==> src/rtl/emulib_rammodel_encoder_a_pkg.sv <==
// Shared definitions for the RAM-model A-channel encoder.
// W0 field layout is the one the A-channel decoder unpacks.
package emulib_rammodel_encoder_a_pkg;

   localparam int ID_HI     = 31;
   localparam int ID_LO     = 16;
   localparam int LEN_HI    = 15;
   localparam int LEN_LO    = 8;
   localparam int SIZE_HI   = 7;
   localparam int SIZE_LO   = 5;
   localparam int BURST_HI  = 4;
   localparam int BURST_LO  = 3;
   localparam int WRITE_BIT = 0;

   typedef enum logic [1:0] {
      S_W0 = 2'd0,
      S_W1 = 2'd1,
      S_W2 = 2'd2
   } ser_state_t;

   // Packets carry two words for narrow addresses, three otherwise.
   function automatic bit addr_32(input int aw);
      return aw <= 32;
   endfunction

   function automatic logic [31:0] pack_w0(
      input logic [15:0] id,
      input logic [7:0]  len,
      input logic [2:0]  size,
      input logic [1:0]  burst,
      input logic        write
   );
      logic [31:0] w;
      w                      = '0;
      w[ID_HI:ID_LO]         = id;
      w[LEN_HI:LEN_LO]       = len;
      w[SIZE_HI:SIZE_LO]     = size;
      w[BURST_HI:BURST_LO]   = burst;
      w[WRITE_BIT]           = write;
      return w;
   endfunction

endpackage

==> src/rtl/emulib_rammodel_a_queue.sv <==
// Small synchronous FIFO holding pending A-channel requests.
// Active-low synchronous reset clears pointers and count only.
module emulib_rammodel_a_queue #(
   parameter int WIDTH = 8,
   parameter int DEPTH = 2
) (
   input  logic             clk,
   input  logic             rstn,
   input  logic             push,
   input  logic [WIDTH-1:0] wdata,
   input  logic             pop,
   output logic [WIDTH-1:0] rdata,
   output logic             full,
   output logic             empty
);

   localparam int PW = (DEPTH > 1) ? $clog2(DEPTH) : 1;
   localparam int CW = $clog2(DEPTH) + 1;

   logic [WIDTH-1:0] mem [DEPTH];
   logic [PW-1:0]    wr_ptr;
   logic [PW-1:0]    rd_ptr;
   logic [CW-1:0]    count;
   logic             do_push;
   logic             do_pop;

   function automatic logic [PW-1:0] inc(input logic [PW-1:0] p);
      return (p == PW'(DEPTH - 1)) ? '0 : p + PW'(1);
   endfunction

   // A full queue never accepts, even when the head leaves this cycle.
   assign do_push = push && !full;
   assign do_pop  = pop && !empty;

   assign full  = (count == CW'(DEPTH));
   assign empty = (count == '0);
   assign rdata = mem[rd_ptr];

   always_ff @(posedge clk) begin
      if (do_push) mem[wr_ptr] <= wdata;
   end

   always_ff @(posedge clk) begin
      if (!rstn) begin
         wr_ptr <= '0;
         rd_ptr <= '0;
         count  <= '0;
      end else begin
         if (do_push) wr_ptr <= inc(wr_ptr);
         if (do_pop)  rd_ptr <= inc(rd_ptr);
         case ({do_push, do_pop})
            2'b10:   count <= count + CW'(1);
            2'b01:   count <= count - CW'(1);
            default: count <= count;
         endcase
      end
   end

endmodule

==> src/rtl/emulib_rammodel_encoder_a.sv <==
// Serializes A-channel requests into 32-bit words for the RAM model.
// A request queue lets new requests land while a packet streams out.
module emulib_rammodel_encoder_a
   import emulib_rammodel_encoder_a_pkg::*;
#(
   parameter int ADDR_WIDTH  = 32,
   parameter int DATA_WIDTH  = 64,
   parameter int ID_WIDTH    = 4,
   parameter int QUEUE_DEPTH = 2
) (
   input  logic                  clk,
   input  logic                  rstn,
   input  logic                  axi_avalid,
   output logic                  axi_aready,
   input  logic                  axi_awrite,
   input  logic [ADDR_WIDTH-1:0] axi_aaddr,
   input  logic [ID_WIDTH-1:0]   axi_aid,
   input  logic [7:0]            axi_alen,
   input  logic [2:0]            axi_asize,
   input  logic [1:0]            axi_aburst,
   output logic                  data_valid,
   input  logic                  data_ready,
   output logic [31:0]           data,
   output logic                  idle
);

   localparam bit ADDR_WIDE = !addr_32(ADDR_WIDTH);
   localparam int QW = 1 + ADDR_WIDTH + ID_WIDTH + 8 + 3 + 2;

   if (ID_WIDTH > 16 || ADDR_WIDTH > 64 || DATA_WIDTH % 8 != 0
       || QUEUE_DEPTH < 1) begin : g_param_check
      $error("emulib_rammodel_encoder_a: unsupported parameters");
   end

   logic [QW-1:0]         q_in;
   logic [QW-1:0]         q_out;
   logic                  q_full;
   logic                  q_empty;
   logic                  q_pop;

   logic                  h_write;
   logic [ADDR_WIDTH-1:0] h_addr;
   logic [ID_WIDTH-1:0]   h_id;
   logic [7:0]            h_len;
   logic [2:0]            h_size;
   logic [1:0]            h_burst;
   logic [63:0]           addr64;

   ser_state_t            state;
   ser_state_t            state_n;
   logic                  data_fire;
   logic                  last_word;
   logic [31:0]           word;

   assign q_in = {axi_awrite, axi_aaddr, axi_aid,
                  axi_alen, axi_asize, axi_aburst};

   emulib_rammodel_a_queue #(
      .WIDTH (QW),
      .DEPTH (QUEUE_DEPTH)
   ) u_queue (
      .clk   (clk),
      .rstn  (rstn),
      .push  (axi_avalid),
      .wdata (q_in),
      .pop   (q_pop),
      .rdata (q_out),
      .full  (q_full),
      .empty (q_empty)
   );

   assign {h_write, h_addr, h_id, h_len, h_size, h_burst} = q_out;
   assign addr64 = 64'(h_addr);

   assign axi_aready = !q_full;
   assign data_valid = !q_empty;
   assign data_fire  = data_valid && data_ready;
   assign data       = word;
   assign idle       = q_empty && (state == S_W0);

   // The head stays queued until its final word leaves.
   assign q_pop = data_fire && last_word;

   always_ff @(posedge clk) begin
      if (!rstn) state <= S_W0;
      else       state <= state_n;
   end

   always_comb begin
      state_n   = state;
      word      = '0;
      last_word = 1'b0;
      case (state)
         S_W0: begin
            word = pack_w0(16'(h_id), h_len, h_size, h_burst, h_write);
            if (data_fire) state_n = S_W1;
         end
         S_W1: begin
            word      = addr64[31:0];
            last_word = !ADDR_WIDE;
            if (data_fire) state_n = ADDR_WIDE ? S_W2 : S_W0;
         end
         S_W2: begin
            word      = addr64[63:32];
            last_word = 1'b1;
            if (data_fire) state_n = S_W0;
         end
         default: state_n = S_W0;
      endcase
   end

endmodule

==> config.mk <==
export PLATFORM = sky130hd
export DESIGN_NAME = emulib_rammodel_encoder_a
export DESIGN_NICKNAME = d
export VERILOG_FILES = /design/src/rtl/emulib_rammodel_encoder_a_pkg.sv /design/src/rtl/emulib_rammodel_a_queue.sv /design/src/rtl/emulib_rammodel_encoder_a.sv
export SDC_FILE = /design/constraint.sdc
export NUM_CORES = 1
export LEC_CHECK = 0
export ABC_AREA = 1
export BUFFER_PORTS_ARGS = -buffer_cell sky130_fd_sc_hd__buf_2
export CORE_ASPECT_RATIO = 0.7
export CORE_MARGIN = 4
export CORE_UTILIZATION = 30
export DETAILED_ROUTE_END_ITERATION = 10
export MAX_ROUTING_LAYER = met4
export PLACE_DENSITY = 0.53
export SETUP_SLACK_MARGIN = 0.05
export SYNTH_ARGS = -nofsm -noshare
export SYNTH_HDL_FRONTEND = slang
export SYNTH_SLANG_ARGS = --single-unit
==> constraint.sdc <==
create_clock -name clk -period 3.25 [get_ports clk]
set_input_delay 0.1625 -clock clk [delete_from_list [all_inputs] [get_ports clk]]
set_output_delay 0.1625 -clock clk [all_outputs]
set_load 0.02 [all_outputs]
==> flow_metrics.env, run 1 <==
export IMPL_cts_root_buf="clkbuf_16"
export IMPL_crit_path_start_kind="flip-flop"
export IMPL_io_buffers=88
export IMPL_drtPass1Iterations=4
export IMPL_clkTransAtPathRegs_ps=70
export IMPL_p_per_area_nw_per_um2=589
export IMPL_yosys_warnings=0
export IMPL_pre_cts_slack_ps=1310
export IMPL_ios=89
export IMPL_tightestPinTransition_ps=930
export IMPL_die_area_sq_um=15200
export IMPL_floorplan_rows=34
export IMPL_p_seq_frac=0.547
export IMPL_wl_per_cell_um=15.9
export IMPL_area_growth_pct=26.6
export IMPL_syn_inst=293
export IMPL_crit_type="flip-flop to output port"
export IMPL_power_frac_comb=0.128
export IMPL_cts_resized=0
export IMPL_fmax_ghz=0.467
export IMPL_core_area_sq_um=12700
export IMPL_cts_buffers_inserted=9
export IMPL_slew_limit_headroom=0.379
export IMPL_cts_setup_buffers=0
export IMPL_clk_path_buf_depth=2
export IMPL_routed_wl_um=8980
export IMPL_grt_max_degree=52
export IMPL_grt_setup_unrepaired="false"
export IMPL_crit_required_ps=3090
export IMPL_viasPerCell=4.64
export IMPL_first_global_vias=2690
export IMPL_synth_top_family_by_area="compound AO/OA/AOI/OAI gates"
export IMPL_synthAdderAreaFrac=0.00315
export IMPL_synth_mux_area_frac=0
export IMPL_die_width_um=145
export IMPL_dieHeight_um=104
export IMPL_synth_top_cell_area_share=0.756
export IMPL_rr_worst_depth=5
export IMPL_wl_met1_um=4210
export IMPL_grt_ovfl_total=0
export IMPL_hold_path_class="input pin to flip-flop"
export IMPL_start_util=0.313
export IMPL_place_congestion=0.717
export IMPL_hold_buffers=15
export IMPL_tritoncts="built"
export IMPL_dpl_hpwl_um=5560
export IMPL_status="complete, no violations"
export IMPL_finalSetupViolCount=0
export IMPL_synth_area_top_cells="edfxtp_1, nor2_1, o21ai_0, dfxtp_1, o22ai_1"
export IMPL_hold_viol=0
export IMPL_p_leak_nw=1.93
export IMPL_cts_max_level=3
export IMPL_seq_area_frac_synth=0.787
export IMPL_synth_compound_area_share=0.0952
export IMPL_drt_iter0_drc=174
export IMPL_synth_cell_types=15
export IMPL_hold_depth=1
export IMPL_antenna_left=0
export IMPL_avgSynthCellArea_sq_um=13.5
export IMPL_met3_length_um=548
export IMPL_grt_pass1_wl_um=14300
export IMPL_power_switching_uw=728
export IMPL_place_area_sq_um=4600
export IMPL_finalClockSkew_ps=8.99
export IMPL_r2r_start="u_queue.count[0]"
export IMPL_p_total_mw=2.96
export IMPL_final_net_count=453
export IMPL_antenna_found_initial=0
export IMPL_synthXorXnorAreaFrac=0
export IMPL_synthSimpleGateAreaFrac=0.0867
export IMPL_gr_usage_all_layers=0.124
export IMPL_max_cap_violations=0
export IMPL_netlist_area_sq_um=3970
export IMPL_ys_seq_elements=106
export IMPL_drive_above_1_share=0.275
export IMPL_layout_setup_ws_ps=1110
export IMPL_switching_share=0.246
export IMPL_design_area_sq_um=5030
export IMPL_routed_top_layer="met4"
export IMPL_endpoint_kind="output port"
export IMPL_internal_power_mw=2.24
export IMPL_slew_viol_final=0
export IMPL_syn_nets=348
export IMPL_min_delay_start="axi_aaddr[10]"
export IMPL_peakVddDrop_v=0.000259
export IMPL_ff2ff_setup_slack_ps=1310
export IMPL_diodes=0
export IMPL_cts_sinks=106
export IMPL_drc=0
export IMPL_cp_arrival_ps=1980
export IMPL_worst_path_max_fanout=50
export IMPL_yosysTopAreaCell="edfxtp_1"
export IMPL_num_vias=2619
export IMPL_min_to="u_queue.mem[1][27]"
export IMPL_setup_tns_ps=0
export IMPL_regToRegEndpoint="u_queue.mem[0][3]"
export IMPL_timing_final_crit_share=0.659
export IMPL_clock_latency_ps=340
export IMPL_wl_met2_um=4110
export IMPL_post_route_min_period_ps=2140
export IMPL_clockPowerShare=0.326
-- cell families after synthesis --
family	count (synthesis)
buffers and inverters	25
AND/OR/NAND/NOR	90
adder cells (fa/ha/maj)	1
flip-flops	106
AO/OA/AOI/OAI	71
-- per-layer routing --
metal	track usage	vias up
met1	0.161	1261
met2	0.188	73
met4	0.0366	0
met5	-	-
met3	0.0396	14
li1	-	1271
-- registers in the layout, summed over array words and instances, names as in the netlist, named ones only --
name	count
u_queue.rd_ptr	1
u_queue.count	2
u_queue.wr_ptr	1
u_queue.mem	100
state	1
-- worst max-delay path by stage --
stage          cells past startpoint                  to  slack [ps]             start
6_report                           4            data[11]        1110         flip-flop
5_1_grt                            4             data[0]         910         flip-flop
4_1_cts                            4            data[11]        1050         flip-flop
3_5_place_dp                       5  u_queue.mem[0][18]        1310  u_queue.count[0]
3_3_place_gp                       5  u_queue.mem[0][18]        1360  u_queue.count[0]
2_1_floorplan                      4   u_queue.mem[1][0]         750  u_queue.count[0]
-- placed cells by master, fill, tap and decap left out --
| cell | n |
|---|---|
| nor2_1 | 73 |
| o21ai_0 | 45 |
| nand4_1 | 2 |
| a21oi_1 | 2 |
| clkinv_1 | 2 |
| buf_4 | 4 |
| ha_1 | 1 |
| dfxtp_1 | 5 |
| clkinv_4 | 1 |
| clkbuf_1 | 1 |
| edfxtp_1 | 100 |
| nand2_1 | 12 |
| inv_1 | 8 |
| clkinv_2 | 2 |
| nor2_4 | 2 |
| nand3_1 | 1 |
| o21ai_1 | 6 |
| clkbuf_16 | 9 |
| buf_12 | 1 |
| o22ai_1 | 18 |
| buf_2 | 88 |
| clkinvlp_4 | 1 |
| inv_2 | 2 |
| dlygate4sd3_1 | 16 |
| dfxtp_2 | 1 |
-- synth_stat cells --
cell and number:
a21oi_1 2, buf_2 11, clkbuf_2 4, dfxtp_1 6, edfxtp_1 100, ha_1 1, inv_1 8, inv_2 2
nand2_1 12, nand3_1 1, nand4_1 2, nor2_1 75, o21ai_0 45, o21ai_1 6, o22ai_1 18
-- final cells by class --
class	count	area, sq um
fillers	1217	7650
repair buffers	109	651
clock inverters	6	33.8
multi-input cells	162	749
inverters	10	37.5
flip-flops and latches	106	3120
clock buffers	10	229
well taps	162	203
-- stage by stage --
| stage | util | std cells | hold WS, ps |
|---|---|---|---|
| 2_1_floorplan | - | 293 | 261 |
| 3_3_place_gp | 0.363 | 533 | 351 |
| 3_5_place_dp | 0.363 | 533 | 355 |
| 4_1_cts | 0.396 | 564 | 0.0289 |
| 5_1_grt | 0.397 | 565 | 0.0785 |
| 6_report | 0.397 | 565 | 17.3 |
-- power groups by stage --
stage               clock [mW]  combinational [mW]  sequential, mW
floorplan                    0               0.210            1.65
global placement             0               0.364            1.65
detailed placement           0               0.370            1.65
CTS                       1.01               0.385            1.62
global route              1.06               0.418            1.63
finish                   0.965               0.378            1.62
-- worst max-delay path: stages, from the launching register on --
cell	delay, ps
dfxtp_2	320
inv_2	670
o21ai_0	190
o22ai_1	250
buf_2	220
No activity file was read; power rests on OpenSTA's default activity.
==> run 2, diff against run 1 <==
clock period = 1.78 ns   (was 3.25 ns; I/O delays follow)
==> run 2 against run 1 <==
  * Flip-flop and latch count unchanged
  * Via count increased by 6.1%
  * Cell count increased by 7.1%
  * Clock power increased by 99%
  * Wire length increased by 4.1%
  * Register-to-register slack got worse by 1100 ps
  * Worst setup slack got worse by 950 ps
  * Total power increased by 91%
  * Utilization increased by 3.7 points
  * Largest power group unchanged
==> flow_metrics.env, run 2 (synthesized netlist as in run 1, its figures left out) <==
export IMPL_status="complete, no violations"
export IMPL_io_buffers=88
export IMPL_cts_setup_buffers=0
export IMPL_tritoncts="built"
export IMPL_gr_usage_all_layers=0.131
export IMPL_max_cap_violations=0
export IMPL_num_vias=2778
export IMPL_place_congestion=0.739
export IMPL_layout_common_cells="edfxtp_1, buf_2, nor2_1"
export IMPL_setup_tns_ps=0
export IMPL_antenna_left=0
export IMPL_cts_root_buf="clkbuf_16"
export IMPL_die_area_sq_um=15200
export IMPL_timing_final_crit_share=0.912
export IMPL_hold_path_class="input pin to flip-flop"
export IMPL_routed_wl_um=9350
export IMPL_antenna_found_initial=0
export IMPL_post_route_min_period_ps=1620
export IMPL_slew_limit_headroom=0.740
export IMPL_clkTransAtPathRegs_ps=60
export IMPL_drtPass1Iterations=4
export IMPL_clk_path_buf_depth=2
export IMPL_grt_pass1_wl_um=15100
export IMPL_p_per_area_nw_per_um2=1030
export IMPL_endpoint_kind="output port"
export IMPL_drive_above_1_share=0.278
export IMPL_final_common_cell="edfxtp_1"
export IMPL_diodes=0
export IMPL_crit_type="flip-flop to output port"
export IMPL_largest_register_ff_count=100
export IMPL_grt_setup_unrepaired="true"
export IMPL_core_area_sq_um=12700
export IMPL_grt_max_degree=33
export IMPL_fmax_ghz=0.616
export IMPL_drt_iter0_drc=135
export IMPL_floorplan_rows=34
export IMPL_p_leak_nw=2.13
export IMPL_crit_required_ps=1690
export IMPL_cts_max_level=3
export IMPL_p_total_mw=5.66
export IMPL_grt_ovfl_total=0
export IMPL_finalClockSkew_ps=6.07
export IMPL_worst_path_max_fanout=22
export IMPL_finalSetupViolCount=0
export IMPL_area_growth_pct=38.4
export IMPL_dpl_hpwl_um=6010
export IMPL_peakVddDrop_v=0.000535
export IMPL_die_width_um=145
export IMPL_clock_latency_ps=340
export IMPL_cp_arrival_ps=1530
export IMPL_cts_sinks=106
export IMPL_r2r_start="u_queue.count[1]"
export IMPL_tightestPinTransition_ps=389
export IMPL_regMostFlops="u_queue.mem"
export IMPL_wl_per_cell_um=15.5
export IMPL_cts_buffers_inserted=9
export IMPL_dieHeight_um=104
export IMPL_viasPerCell=4.59
export IMPL_reg_top3="u_queue.mem (100), u_queue.count (2)"
export IMPL_hold_viol=0
export IMPL_worst_hold_slack_ps=19.2
export IMPL_slew_viol_final=0
export IMPL_ios=89
export IMPL_drc=0
export IMPL_min_delay_start="rstn"
export IMPL_first_global_vias=2902
export IMPL_final_net_count=493
export IMPL_start_util=0.313
export IMPL_crit_path_start_kind="flip-flop"
## run 2: metal layers
| metal | share of wire | vias up | global-route usage |
|---|---|---|---|
| li1 | - | 1354 | - |
| met1 | 0.46 | 1324 | 0.160 |
| met2 | 0.47 | 94 | 0.216 |
| met3 | 0.063 | 6 | 0.0405 |
| met4 | 0.0079 | 0 | 0.0305 |
| met5 | 0 | - | - |
## run 2: stage by stage
| stage | util | setup slack [ps] | cells | instance area, sq um |
|---|---|---|---|---|
| floorplan | - | 26.7 | 293 | 4000 |
| global placement | 0.370 | 347 | 539 | 4690 |
| detailed placement | 0.370 | 269 | 539 | 4690 |
| CTS | 0.432 | 89.3 | 605 | 5480 |
| global route | 0.433 | 32.6 | 605 | 5500 |
| finish | 0.433 | 157 | 605 | 5500 |
## run 2: path summary, 6_finish.rpt
check | depth (start not counted) | endpoint | slack (ps)
worst max-delay path | 5 | data[14] | 160
worst min-delay path | 3 | u_queue.wr_ptr | 20
worst max register to register | 10 | u_queue.count[1] | 260
worst min register to register | 2 | u_queue.count[0] | 550
## run 2: layout make-up
type | instances | area [sq um]
Inverter | 10 | 40.0
Timing Repair Buffer | 149 | 1070
Clock inverter | 6 | 57.6
Tap cell | 162 | 203
Clock buffer | 10 | 229
Sequential cell | 106 | 3130
Multi-Input combinational cell | 162 | 764
Fill cell | 1197 | 7180
## run 2: critical path, cell delays in order, from the launching register on
cell	delay (ps)
dfxtp_2	340
inv_2	60
buf_4	280
nor2_1	70
o22ai_1	230
buf_2	210
## run 2: report_power, final
part / leakage, nW / switching, mW / internal (mW)
sequential: 0.986 / 0.0482 / 2.92
combinational: 1.00 / 0.478 / 0.298
clock: 0.144 / 0.834 / 1.08
## run 2: repair_timing
| action | 4_1_cts | 5_1_grt |
|---|---|---|
| endpoints found under the hold margin | 100 | 0 |
| gates resized for setup | 2 | 4 |
| hold buffers | 50 | 0 |
| endpoints found under the setup margin | 5 | 7 |
